==> config.mk <==
export PLATFORM = sky130hd
export DESIGN_NAME = nand_gate_sequencer
export DESIGN_NICKNAME = d
export VERILOG_FILES = /design/src/rtl/nand_gate_sequencer.sv
export SDC_FILE = /design/constraint.sdc
export NUM_CORES = 1
export LEC_CHECK = 0
export CELL_PAD_IN_SITES_DETAIL_PLACEMENT = 0
export CELL_PAD_IN_SITES_GLOBAL_PLACEMENT = 2
export CORE_ASPECT_RATIO = 0.75
export CORE_UTILIZATION = 26
export CTS_CLUSTER_DIAMETER = 150
export DETAILED_ROUTE_END_ITERATION = 12
export GPL_ROUTABILITY_DRIVEN = 0
export HOLD_SLACK_MARGIN = 0.1
export PLACE_DENSITY = 0.78
export SYNTH_ARGS = -nofsm -noshare
export SYNTH_HDL_FRONTEND = slang
export SYNTH_SLANG_ARGS = --single-unit
==> constraint.sdc <==
create_clock -name clk -period 1.9 [get_ports clk]
set_input_delay 0.19 -clock clk [delete_from_list [all_inputs] [get_ports clk]]
set_output_delay 0.19 -clock clk [all_outputs]
set_load 0.1 [all_outputs]
==> src/rtl/nand_gate_sequencer.sv <==
// Stimulus controller that walks a two-input gate through all four input vectors and scores dout
// against a truth table. Define NAND_SEQ_STOP_ON_FAIL_EN to end a run at its first mismatch.
module nand_gate_sequencer #(
   parameter int         HOLD_CYCLES = 1,
   parameter logic [3:0] EXPECT      = 4'b0111
) (
   input  logic       clk,
   input  logic       rst_n,
   input  logic       start,
   input  logic       dout,
   output logic       din_a,
   output logic       din_b,
   output logic       busy,
   output logic       done,
   output logic       pass,
   output logic [2:0] err_cnt,
   output logic [1:0] first_fail,
   output logic [1:0] vec_idx
);

   localparam int HW = (HOLD_CYCLES > 1) ? $clog2(HOLD_CYCLES) : 1;
   localparam logic [HW-1:0] HOLD_LAST = HW'(HOLD_CYCLES - 1);

   typedef enum logic [1:0] {
      ST_IDLE,
      ST_DRIVE,
      ST_SAMPLE,
      ST_DONE
   } state_t;

   state_t          state_q, state_d;
   logic [HW-1:0]   hold_q, hold_d;
   logic [1:0]      vec_q, vec_d;
   logic [1:0]      din_q, din_d;
   logic [2:0]      err_q, err_d;
   logic [1:0]      ff_q, ff_d;
   logic            busy_q, busy_d;
   logic            done_q, done_d;
   logic            pass_q, pass_d;
   logic            mismatch;
   logic            stop;
   logic [2:0]      err_next;

   // Run results are cleared on an accepted start so they stay readable in IDLE after a run.
   always_comb begin
      state_d  = state_q;
      hold_d   = hold_q;
      vec_d    = vec_q;
      din_d    = din_q;
      err_d    = err_q;
      ff_d     = ff_q;
      busy_d   = busy_q;
      done_d   = 1'b0;
      pass_d   = pass_q;
      mismatch = 1'b0;
      stop     = 1'b0;
      err_next = err_q;
      case (state_q)
         ST_IDLE: begin
            if (start) begin
               state_d = ST_DRIVE;
               hold_d  = '0;
               vec_d   = 2'd0;
               din_d   = 2'b00;
               err_d   = 3'd0;
               ff_d    = 2'd0;
               pass_d  = 1'b0;
               busy_d  = 1'b1;
            end
         end
         ST_DRIVE: begin
            if (hold_q == HOLD_LAST) begin
               state_d = ST_SAMPLE;
            end else begin
               hold_d = hold_q + 1'b1;
            end
         end
         ST_SAMPLE: begin
            mismatch = (dout != EXPECT[vec_q]);
            err_next = err_q + {2'b00, mismatch};
            if (mismatch) begin
               err_d = err_next;
               if (err_q == 3'd0) begin
                  ff_d = vec_q;
               end
            end
`ifdef NAND_SEQ_STOP_ON_FAIL_EN
            stop = (vec_q == 2'd3) || mismatch;
`else
            stop = (vec_q == 2'd3);
`endif
            if (stop) begin
               state_d = ST_DONE;
               busy_d  = 1'b0;
               done_d  = 1'b1;
               pass_d  = (err_next == 3'd0);
            end else begin
               state_d = ST_DRIVE;
               vec_d   = vec_q + 2'd1;
               din_d   = vec_q + 2'd1;
               hold_d  = '0;
            end
         end
         ST_DONE: begin
            state_d = ST_IDLE;
         end
         default: begin
            state_d = ST_IDLE;
         end
      endcase
   end

   always_ff @(posedge clk or negedge rst_n) begin
      if (!rst_n) begin
         state_q <= ST_IDLE;
         hold_q  <= '0;
         vec_q   <= 2'd0;
         din_q   <= 2'b00;
         err_q   <= 3'd0;
         ff_q    <= 2'd0;
         busy_q  <= 1'b0;
         done_q  <= 1'b0;
         pass_q  <= 1'b0;
      end else begin
         state_q <= state_d;
         hold_q  <= hold_d;
         vec_q   <= vec_d;
         din_q   <= din_d;
         err_q   <= err_d;
         ff_q    <= ff_d;
         busy_q  <= busy_d;
         done_q  <= done_d;
         pass_q  <= pass_d;
      end
   end

   assign din_a      = din_q[1];
   assign din_b      = din_q[0];
   assign busy       = busy_q;
   assign done       = done_q;
   assign pass       = pass_q;
   assign err_cnt    = err_q;
   assign first_fail = ff_q;
   assign vec_idx    = vec_q;

endmodule

[Word level (Yosys, flattened, before mapping)]
Cells that the tools add are included.
Storage, ports and cells
  register bits after elaboration: 13
  input port bits: 4
  output and inout port bits: 12
  word-level logic and storage cells: 60
Cells by class
  $add $sub $neg: 3
  order comparisons: 1
  equal/unequal tests: 11
  mux-type cells: 26
  reduce and logical (&&, ||, !) cells: 11
Operators with widths (number)
  2-to-1 mux 2 bit: 7
  inequality test 2 bit, second input constant: 6
  AND reduction 3 bit: 4
  2-to-1 mux 1 bit: 9
  one-hot mux 2 bit (2 select lines): 2
  one-hot mux 2 bit (4 select lines): 1
  equality test 2 bit, second input constant: 3
  logical NOT 3 bit: 2
  2-to-1 mux 3 bit: 2
  one-hot mux 3 bit (2 select lines): 1
  one-hot mux 1 bit (2 select lines): 2
  AND reduction 4 bit: 1
  adder 3 x 1 -> 3 bit: 1
  less-than comparator 2 x 3 -> 1 bit, second input constant: 1
  one-hot mux 1 bit (3 select lines): 1
  nonzero test 3 bit: 1
  adder 2 x 1 -> 2 bit, second input constant: 1
  binary-select mux 1 bit (select 2 bit): 1
  equality test 2 x 1 -> 1 bit, second input constant: 1
  logical NOT 2 bit: 1
  AND reduction 2 bit: 1
  nonzero test 2 bit: 1
  adder 1 bit, second input constant: 1
  inequality test 1 bit: 1

[Logic depth before layout (Yosys ltp)]
Gate-level depths: netlist (run 1).
  depth in word-level cells: 7
  mapped depth: 8
  gate-level depth less buffers: 7

[Worst setup path after synthesis (run 1)]
OpenSTA, ideal clock, no wires.
  path kind: register to register
  start point: register din_q[0] (netlist name)
  end point: register pass_q (netlist: pass)
  arrival time: 2430 ps
  data required time: 1831 ps
  path slack: -599 ps
  cell stages (with the launch flop): 9
  path buffers: 1
  cells stage by stage: dfrtp_1 ha_1 buf_6 xnor2_4 ha_1 ha_1 xor2_1 nor4b_1 mux2_2
RTL lines
  to (signal assigned): line 133  | pass_q <= pass_d;
  to (decl): line 39  | logic pass_q, pass_d;

==> run_results.csv, run 1 <==
group,metric,value,unit
drt,wl_per_cell,12.0,µm
drt,drc,0,
clock_network,clk_latency,0.28,ns
floorplan,start_util,28.1,%
grt,grt_pass1_wl,2.41,mm
cells_and_area,nets,91,
drt,ant_nets,0,
cells_and_area,post-route-util,40.2,%
worst_setup_path,worstSetupStartpointType,"flip-flop",
synthesis,synth_seq_cells,12,
drt,first_iter_violations,12,
synthesis,seq_area_frac_synth,46.0,%
worst_setup_path,worstSetupPathType,"flip-flop to flip-flop",
clock_network,clock_tree.htree_level_count,1,
placement,place.detailed.hpwl,1.05,mm
synthesis,yosys_warnings,0,
drt,drt_first_pass_iters,4,
synthesis,synth_area_leaders,"dfrtp_1 46%, ha_1 5.7%, xnor2_4 4.2%",
clock_network,cts_root_buf,"clkbuf_4",
clock_network,cts_hold_buf,0,
clock_network,clk_pin_slew,0.08,ns
clock_network,cts_buffers,3,
synthesis,syn_avg_cell_area,10.7,µm²
timing,post-route-period-util,97.0,%
synthesis,synth_largest_area_cell,"dfrtp_1",
floorplan,pin_count,16,
clock_network,cts_tree,"yes",
drt,via_per_inst,4.38,
timing,slew_violations,0,
worst_setup_path,reg2reg_from,"din_q[1]$_DFFE_PN0P_",
clock_network,clock_sinks,12,
outcome,status,"completed",
grt,antenna_found_initial,0,
floorplan,die-area,0.00272,mm²
placement,postPlaceCellArea,890,µm²
timing,setup_viol,0,
cells_and_area,mostFrequentLayoutCell,"buf_4",
cells_and_area,area_growth,43.3,%
floorplan,core_area,0.00233,mm²
cells_and_area,layout-drive-gt1-share,43.4,%
worst_setup_path,end_kind,"flip-flop",
placement,port_buffers,15,
worst_hold_path,hold_path_class,"input pin to async pin",
grt,grt-ovfl-total,0,
timing,fmax,543,MHz
cells_and_area,most-common-layout-cells,"19 x buf_4, 10 x dfrtp_1, 7 x nand2_1, 6 x inv_1, 4 x a21oi_1",
drt,vias,513,
floorplan,row_count,15,
timing,min_period,1.84,ns
worst_setup_path,r2r_cells,7,
synthesis,ys_types,27,
timing,worst_pin_slew,0.585,ns
cells_and_area,antennaDiodeCount,0,
drt,wl,1.40,mm
grt,grt_max_degree,13,
grt,grt_pass1_vias,525,
floorplan,die-width,59.9,µm
synthesis,netlist_area,653,µm²
timing,skew,0.00499,ns
worst_setup_path,crit_fanout,2,
cells_and_area,post-route-cell-area,936,µm²
floorplan,die_h,45.4,µm
synthesis,syn_inst,61,
job,drv_cap,0,
grt,grt_usage,12.7,%
synthesis,synth_top_area_share,46.0,%
worst_setup_path,cp-startpoint,"din_q[1]$_DFFE_PN0P_",
clock_network,cts_max_path_buffers,2,
synthesis,synthesis.nets,68,
worst_setup_path,critical_path_required,2.12,ns
timing,hold_violations,0,
worst_setup_path,cp.arrival,2.07,ns
timing,slew_headroom,60.9,%
timing,rsz0062_at_grt,"true",
==> per-layer routing <==
metal | wire length, µm | part of all wire, % | GRT usage, %
met5 | 0 | 0 | 0
met4 | 0 | 0 | 2.79
met3 | 87 | 6.2 | 5.97
met2 | 554 | 40 | 17.6
met1 | 758 | 54 | 18.0
==> path summary, 6_finish.rpt <==
kind | endpoint | slack [ns]
worst max-delay path | pass$_DFFE_PN0P_ | 0.06
worst min-delay path | pass$_DFFE_PN0P_ | 0.28
min in group clk | busy$_DFFE_PN0P_ | 0.50
worst min register to register | busy$_DFFE_PN0P_ | 0.50
worst max register to register | pass$_DFFE_PN0P_ | 0.06
max in group asynchronous | din_q[0]$_DFFE_PN0P_ | 1.19
==> stage by stage <==
step | setup slack [ns] | instances | hold slack (ns) | setup TNS, ns
after floorplan | -0.163 | 61 | -0.106 | -0.205
after global placement | -0.0580 | 114 | 0.481 | -0.0580
after detailed placement | -0.0323 | 114 | 0.482 | -0.0323
after CTS | 0.0234 | 118 | 0.290 | 0
after global routing | -0.0116 | 117 | 0.297 | -0.0116
final | 0.0569 | 117 | 0.277 | 0
==> area by class of cell <==
type | count | area [µm²]
Inverter | 6 | 22.5
Sequential cell | 12 | 308
Tap cell | 34 | 42.5
Clock buffer | 4 | 36.3
Multi-Input combinational cell | 39 | 354
Timing Repair Buffer | 22 | 173
Fill cell | 242 | 1390
==> logic make-up (layout without fill, tap and decap cells) <==
| kind of cell | Yosys count | count (layout) | share of synthesized area [%] |
|---|---|---|---|
| simple gates | 17 | 17 | 14.8 |
| compound gates | 14 | 14 | 14.9 |
| flops | 12 | 12 | 46.0 |
| buf+inv | 10 | 32 | 8.24 |
| fa+ha+maj | 3 | 3 | 5.75 |
| mux | 3 | 3 | 4.79 |
| xor+xnor | 2 | 2 | 5.56 |
==> Yosys cell counts <==
| cell | instances |
|---|---|
| a211o_1 | 1 |
| or3b_2 | 1 |
| mux2i_1 | 2 |
| a31o_2 | 2 |
| xnor2_4 | 1 |
| nor3b_1 | 1 |
| o22ai_1 | 2 |
| buf_2 | 1 |
| nand2_1 | 7 |
| buf_4 | 2 |
| nand2b_1 | 1 |
| nor3_1 | 2 |
| mux2_2 | 1 |
| nor2b_1 | 1 |
| inv_1 | 6 |
| ha_1 | 3 |
| o21bai_1 | 1 |
| xor2_1 | 1 |
| a21oi_1 | 4 |
| o2bb2ai_1 | 3 |
| nand3_1 | 1 |
| and2_2 | 1 |
| buf_6 | 1 |
| and4b_1 | 1 |
| nor4b_1 | 1 |
| o21ai_0 | 1 |
| dfrtp_1 | 12 |
==> repair_timing <==
item | 4_1_cts | 5_1_grt
buffers inserted | 0 | 0
resized for setup | 2 | 1
endpoints found under the setup margin | 1 | 1
pin swaps | 1 | 3
==> sequential cells by signal, summed over array words and instances (netlist names) <==
register and cells:
state_q 2, din_q 2, err_cnt 3, busy 1
pass 1, done 1, first_fail 2
==> worst max-delay path, stage by stage, from the launching register on <==
cell	delay [ns]
dfrtp_4	0.49
ha_4	0.19
xnor2_4	0.15
ha_4	0.17
ha_4	0.16
xor2_2	0.15
nor4b_2	0.29
mux2_4	0.18
Power of run 1 is left out: the tool's default activity adds up to more than one toggle a clock period on the data nets, which glitch-free logic cannot reach.
==> inputs of run 2 (changes only) <==
--- a/config.mk
+++ b/config.mk
@@ -5,10 +5,11 @@
 export SDC_FILE = /design/constraint.sdc
 export NUM_CORES = 1
 export LEC_CHECK = 0
+export ABC_AREA = 1
 export CELL_PAD_IN_SITES_DETAIL_PLACEMENT = 0
 export CELL_PAD_IN_SITES_GLOBAL_PLACEMENT = 2
 export CORE_ASPECT_RATIO = 0.75
-export CORE_UTILIZATION = 26
+export CORE_UTILIZATION = 24
 export CTS_CLUSTER_DIAMETER = 150
 export DETAILED_ROUTE_END_ITERATION = 12
 export GPL_ROUTABILITY_DRIVEN = 0
==> run 2 against run 1 <==
Register-to-register slack better by 0.09 ns. Maximum frequency rose by 4.9%. Final cell count grew 8.5%. Worst hold slack got worse by 0.0044 ns. Global-route usage is 1.9 points lower. Synthesized cell count up 20%. Final area shrank 6.1%. Clock-buffer cell count is the same. Die area rose by 5.8%. Critical path depth up 3. Worst setup slack gained 0.087 ns. Wire length decreased by 6.0%.
==> run_results.csv, run 2 <==
group,metric,value,unit
outcome,status,"completed",
grt,antenna_found_initial,0,
worst_setup_path,crit_fanout,4,
timing,tns,0,ns
synthesis,synth.most_common_cell,"nand2_1",
worst_setup_path,critical_path_required,2.06,ns
clock_network,clk_latency,0.28,ns
cells_and_area,fillers,265,
worst_setup_path,crit_top_cell,"nand2_1",
clock_network,clock_tree.htree_level_count,1,
synthesis,synth_commonest_cells,"19 x nand2_1, 12 x dfrtp_1, 8 x inv_1",
timing,slew_violations,0,
worst_hold_path,hold_path_class,"input pin to async pin",
worst_setup_path,cp.arrival,1.92,ns
clock_network,cts_root_buf,"clkbuf_4",
grt,grt_pass1_wl,2.14,mm
synthesis,async_reset_ff_share,100,%
placement,port_buffers,15,
drt,drc,0,
synthesis,ys_types,16,
synthesis,synth-edff-count,0,
synthesis,synth_area_leaders,"dfrtp_1 47%, nand2_1 11%, ha_1 5.9%",
clock_network,clock_sinks,12,
clock_network,clk_pin_slew,0.09,ns
timing,slew_headroom,61.5,%
clock_network,cts_tree,"yes",
worst_setup_path,cp_top_family,"flip-flops",
cells_and_area,regArea,308,µm²
grt,grt_usage,10.8,%
cells_and_area,antennaDiodeCount,0,
timing,rsz0062_at_grt,"false",
synthesis,synthesis.nets,80,
synthesis,synth_seq_cells,12,
cells_and_area,largest_register_ffs,3,
worst_setup_path,end_kind,"flip-flop",
placement,place.detailed.hpwl,991,µm
drt,vias,507,
timing,fmax,569,MHz
cells_and_area,mostFrequentLayoutCell,"nand2_1",
floorplan,die-width,61.6,µm
clock_network,cts_max_path_buffers,2,
job,drv_cap,0,
drt,drt_first_pass_iters,3,
worst_setup_path,worst-path-buf-inv,2,
worst_setup_path,critical_path.max_stage_delay,0.50,ns
timing,post-route-period-util,92.4,%
cells_and_area,layout-drive-gt1-share,35.5,%
timing,worst_pin_slew,0.575,ns
worst_setup_path,worstSetupStartpointType,"flip-flop",
synthesis,synth_largest_area_cell,"dfrtp_1",
drt,wl,1.32,mm
grt,grt_max_degree,13,
floorplan,core_area,0.00240,mm²
floorplan,start_util,26.6,%
grt,grt-ovfl-total,0,
worst_setup_path,worstSetupPathType,"flip-flop to flip-flop",
synthesis,syn_avg_cell_area,8.76,µm²
clock_network,cts_hold_buf,0,
synthesis,seq_area_frac_synth,47.0,%
cells_and_area,most-common-layout-cells,"19 x nand2_1, 15 x buf_4, 10 x dfrtp_1, 8 x inv_1",
worst_setup_path,cp_cell_sequence,"ha_4 -> inv_1 -> nand2_1 -> nand2_1 -> ha_1 -> ha_1 -> xor2_2 -> inv_1 -> nand3_1 -> nand2_1",
synthesis,yosys_warnings,0,
synthesis,netlist_area,639,µm²
drt,first_iter_violations,4,
floorplan,die_h,46.7,µm
timing,skew,0.00874,ns
synthesis,synth_top_area_share,47.0,%
timing,setup_viol,0,
cells_and_area,post-route-cell-area,878,µm²
synthesis,synthFlopType,"dfrtp_1",
placement,postPlaceCellArea,815,µm²
drt,ant_nets,0,
timing,hold_violations,0,
grt,grt_pass1_vias,420,
cells_and_area,multi_input_comb_area,312,µm²
synthesis,syn_inst,73,
floorplan,pin_count,16,
clock_network,cts_buffers,3,
floorplan,die-area,0.00288,mm²
cells_and_area,area_growth,37.4,%
drt,via_per_inst,3.99,
cells_and_area,nets,101,
worst_setup_path,slowest_stage,"dfrtp_4",
floorplan,row_count,15,
timing,min_period,1.76,ns
drt,wl_per_cell,10.4,µm
[run 2: changes by cell type after synthesis, sizes merged, moves of 2 or more]
cell	change
nand2	+15
buf	-2
nand3	+8
mux2i	-2
o2bb2ai	-3
nor2	+6
a31o	-2
o21ai	+6
a21oi	-4
inv	+4
o22ai	-2
[run 2: what timing repair did]
item | CTS | global route
setup buffers | 0 | 2
setup endpoints to repair | 0 | 2
gates resized for setup | 0 | 2
hold endpoints to repair | 0 | 0
[run 2: metrics by stage]
stage	setup slack, ns	hold WS [ns]	cells	utilization, %
CTS	0.0780	0.300	125	35.4
global route	0.0157	0.345	127	36.6
floorplan	0.0153	-0.106	73	-
detailed placement	0.112	0.464	121	33.9
finish	0.143	0.273	127	36.6
global placement	0.111	0.462	121	33.9
[run 2: layout make-up]
| class | instances | area share (%) |
|---|---|---|
| inverter | 10 | 4.27 |
| multi-input combinational | 49 | 35.5 |
| tap | 34 | 4.84 |
| clock buffer | 4 | 4.13 |
| sequential | 12 | 35.0 |
| timing repair buffer | 18 | 16.2 |
[run 2: cell families (layout without fill, tap and decap cells)]
group	count (synthesis)	after routing	synth area share (%)
fa+ha+maj	3	3	5.87
compound gates	7	7	5.48
xor+xnor	1	1	1.37
buf+inv	12	32	8.22
simple gates	38	38	32.1
flops	12	12	47.0
[run 2: worst paths after layout]
| check | from | end | slack, ns | cells after the start |
|---|---|---|---|---|
| setup / recovery | din_q[0]$_DFFE_PN0P_ | pass$_DFFE_PN0P_ | 0.14 | 10 |
| hold / removal | rst_n | err_cnt[2]$_DFFE_PN0P_ | 0.27 | 1 |
| setup reg to reg | din_q[0]$_DFFE_PN0P_ | pass$_DFFE_PN0P_ | 0.14 | 10 |
| hold reg to reg | busy$_DFFE_PN0P_ | busy$_DFFE_PN0P_ | 0.49 | 2 |
| max in group asynchronous | rst_n | din_q[0]$_DFFE_PN0P_ | 1.19 | 1 |
| min in group clk | busy$_DFFE_PN0P_ | busy$_DFFE_PN0P_ | 0.49 | 2 |
[run 2: per-layer routing]
metal,vias up,share of wire [%],track usage (%)
li1,267,-,-
met1,227,58,17.1
met2,11,36,12.5
met3,2,5.1,5.06
met4,0,0.46,2.67
met5,-,0,0
Power of run 2 is left out for the same reason.
==> inputs of run 3 (changes only) <==
--- a/config.mk
+++ b/config.mk
@@ -9,12 +9,13 @@
 export CELL_PAD_IN_SITES_DETAIL_PLACEMENT = 0
 export CELL_PAD_IN_SITES_GLOBAL_PLACEMENT = 2
 export CORE_ASPECT_RATIO = 0.75
-export CORE_UTILIZATION = 24
+export CORE_UTILIZATION = 27
 export CTS_CLUSTER_DIAMETER = 150
 export DETAILED_ROUTE_END_ITERATION = 12
 export GPL_ROUTABILITY_DRIVEN = 0
 export HOLD_SLACK_MARGIN = 0.1
-export PLACE_DENSITY = 0.78
+export PLACE_DENSITY = 0.82
 export SYNTH_ARGS = -nofsm -noshare
 export SYNTH_HDL_FRONTEND = slang
 export SYNTH_SLANG_ARGS = --single-unit
+export TNS_END_PERCENT = 100
==> constraint.sdc (replaced) <==
create_clock -name clk -period 2 [get_ports clk]
set_input_delay 0.2 -clock clk [delete_from_list [all_inputs] [get_ports clk]]
set_output_delay 0.2 -clock clk [all_outputs]
set_load 0.1 [all_outputs]
==> run 3 against run 2 <==
Sequential share of layout area grew 1.7 points. Flip-flop and latch count is the same. Worst setup slack gained 0.017 ns. Largest cell class is now flip-flops and latches.
==> run_results.csv, run 3 (synthesis results as in run 2) <==
group,metric,value,unit
outcome,status,"completed",
timing,slew_violations,0,
worst_setup_path,reg2reg_from,"din_q[1]$_DFFE_PN0P_",
worst_setup_path,r2r-end,"pass$_DFFE_PN0P_",
floorplan,row_count,14,
clock_network,clock_sinks,12,
clock_network,cts_tree,"yes",
grt,grt_use_met3,6.14,%
timing,slew_headroom,62.0,%
timing,worst_pin_slew,0.568,ns
drt,drc,0,
floorplan,die_h,44.1,µm
cells_and_area,largest_register_ffs,3,
cells_and_area,layout-drive-gt1-share,31.9,%
clock_network,clock_tree.htree_level_count,1,
clock_network,cts_root_buf,"clkbuf_4",
drt,ant_nets,0,
timing,setup_viol,0,
cells_and_area,antennaDiodeCount,0,
clock_network,clk_latency,0.28,ns
grt,use_met1,15.5,%
worst_setup_path,worstSetupStartpointType,"flip-flop",
worst_hold_path,hold_path_class,"input pin to async pin",
timing,post-route-period-util,92.0,%
placement,place.detailed.hpwl,919,µm
grt,grt_max_degree,13,
timing,tns,0,ns
drt,drt_first_pass_iters,4,
grt,antenna_found_initial,0,
clock_network,post-cts-setup-buffers,0,
drt,first_iter_violations,2,
worst_setup_path,critical_path_required,2.22,ns
drt,vias,495,
grt,grt_usage,11.9,%
worst_setup_path,worstSetupPathType,"flip-flop to flip-flop",
worst_setup_path,crit_fanout,5,
cells_and_area,multi_input_comb_area,289,µm²
worst_setup_path,critical_path.max_stage_delay,0.51,ns
grt,grt-busiest-layer,"met2",
clock_network,clk_pin_slew,0.08,ns
grt,use_met2,17.5,%
cells_and_area,nets,99,
timing,fmax,544,MHz
timing,min_period,1.84,ns
grt,grt-ovfl-total,0,
cells_and_area,mostFrequentLayoutCell,"nand2_1",
clock_network,cts_buffers,3,
drt,wl_per_cell,10.1,µm
timing,hold_violations,0,
timing,skew,0.00617,ns
worst_setup_path,reg2reg_setup_slack,0.16,ns
floorplan,die-area,0.00257,mm²
clock_network,cts_max_path_buffers,2,
grt,grt_pass1_vias,479,
drt,wl,1.24,mm
floorplan,pin_count,16,
cells_and_area,regArea,308,µm²
worst_setup_path,worst-path-buf-inv,0,
floorplan,core_area,0.00212,mm²
floorplan,start_util,30.2,%
cells_and_area,area_growth,31.1,%
cells_and_area,most-common-layout-cells,"18 x nand2_1, 13 x buf_4, 10 x dfrtp_1, 8 x inv_1, 7 x nand3_1",
floorplan,die-width,58.2,µm
worst_setup_path,cp_cell_sequence,"ha_1 -> nand2_1 -> nand2_2 -> ha_1 -> ha_1 -> nor3_1 -> nand3_1 -> nand2_1",
placement,port_buffers,15,
worst_setup_path,r2r_cells,8,
worst_setup_path,crit_top_cell,"ha_1",
worst_setup_path,slowest_stage,"dfrtp_4",
grt,grt_pass1_wl,2.21,mm
job,drv_cap,0,
worst_setup_path,end_kind,"flip-flop",
drt,via_per_inst,4.02,
cells_and_area,fillers,230,
worst_setup_path,cp.arrival,2.06,ns
timing,rsz0062_at_grt,"false",
worst_setup_path,cp_top_family,"adder cells",
-- run 3: what timing repair did --
action	in CTS	in global routing
setup endpoints to repair	0	2
gates resized for setup	0	2
hold buffers	0	0
-- run 3: worst max-delay path by stage --
stage	from	to	slack (ns)	cells past startpoint
floorplan	din_q[0]$_DFFE_PN0P_	pass$_DFFE_PN0P_	0.04	9
global placement	din_q[1]$_DFFE_PN0P_	err_cnt[2]$_DFFE_PN0P_	0.16	9
detailed placement	din_q[1]$_DFFE_PN0P_	err_cnt[2]$_DFFE_PN0P_	0.16	9
CTS	din_q[1]$_DFFE_PN0P_	err_cnt[2]$_DFFE_PN0P_	0.12	9
global route	din_q[1]$_DFFE_PN0P_	err_cnt[2]$_DFFE_PN0P_	0.04	9
finish	din_q[1]$_DFFE_PN0P_	pass$_DFFE_PN0P_	0.16	8
-- run 3: per-stage QoR --
stage / cells / utilization [%] / hold slack [ns] / area (µm²) / worst slack [ns]
finish: 123 / 39.6 / 0.279 / 838 / 0.161
global route: 123 / 39.6 / 0.310 / 838 / 0.0365
CTS: 123 / 39.4 / 0.303 / 836 / 0.122
detailed placement: 119 / 37.7 / 0.465 / 800 / 0.162
global placement: 119 / 37.7 / 0.464 / 800 / 0.155
floorplan: 73 / - / -0.0956 / 647 / 0.0431
-- run 3: final cells by class --
type                    count  area share [%]
inverters                  10            4.48
flip-flops and latches     12            36.7
clock buffers               4            4.33
repair buffers             16            15.2
well taps                  32            4.78
multi-input cells          49            34.5
-- run 3: worst register-to-register path, cell delays in order, from the launching register on --
cell     delay (ns)
dfrtp_4        0.51
ha_1           0.25
nand2_1        0.12
nand2_2        0.09
ha_1           0.19
ha_1           0.28
nor3_1         0.19
nand3_1        0.10
nand2_1        0.06
-- run 3: layer usage --
metal,wire (µm),vias up,share of wire [%]
met4,0,0,0
met1,610,218,49
met3,68,0,5.5
li1,-,266,-
met5,0,-,0
met2,558,11,45
Power of run 3 is left out for the same reason.
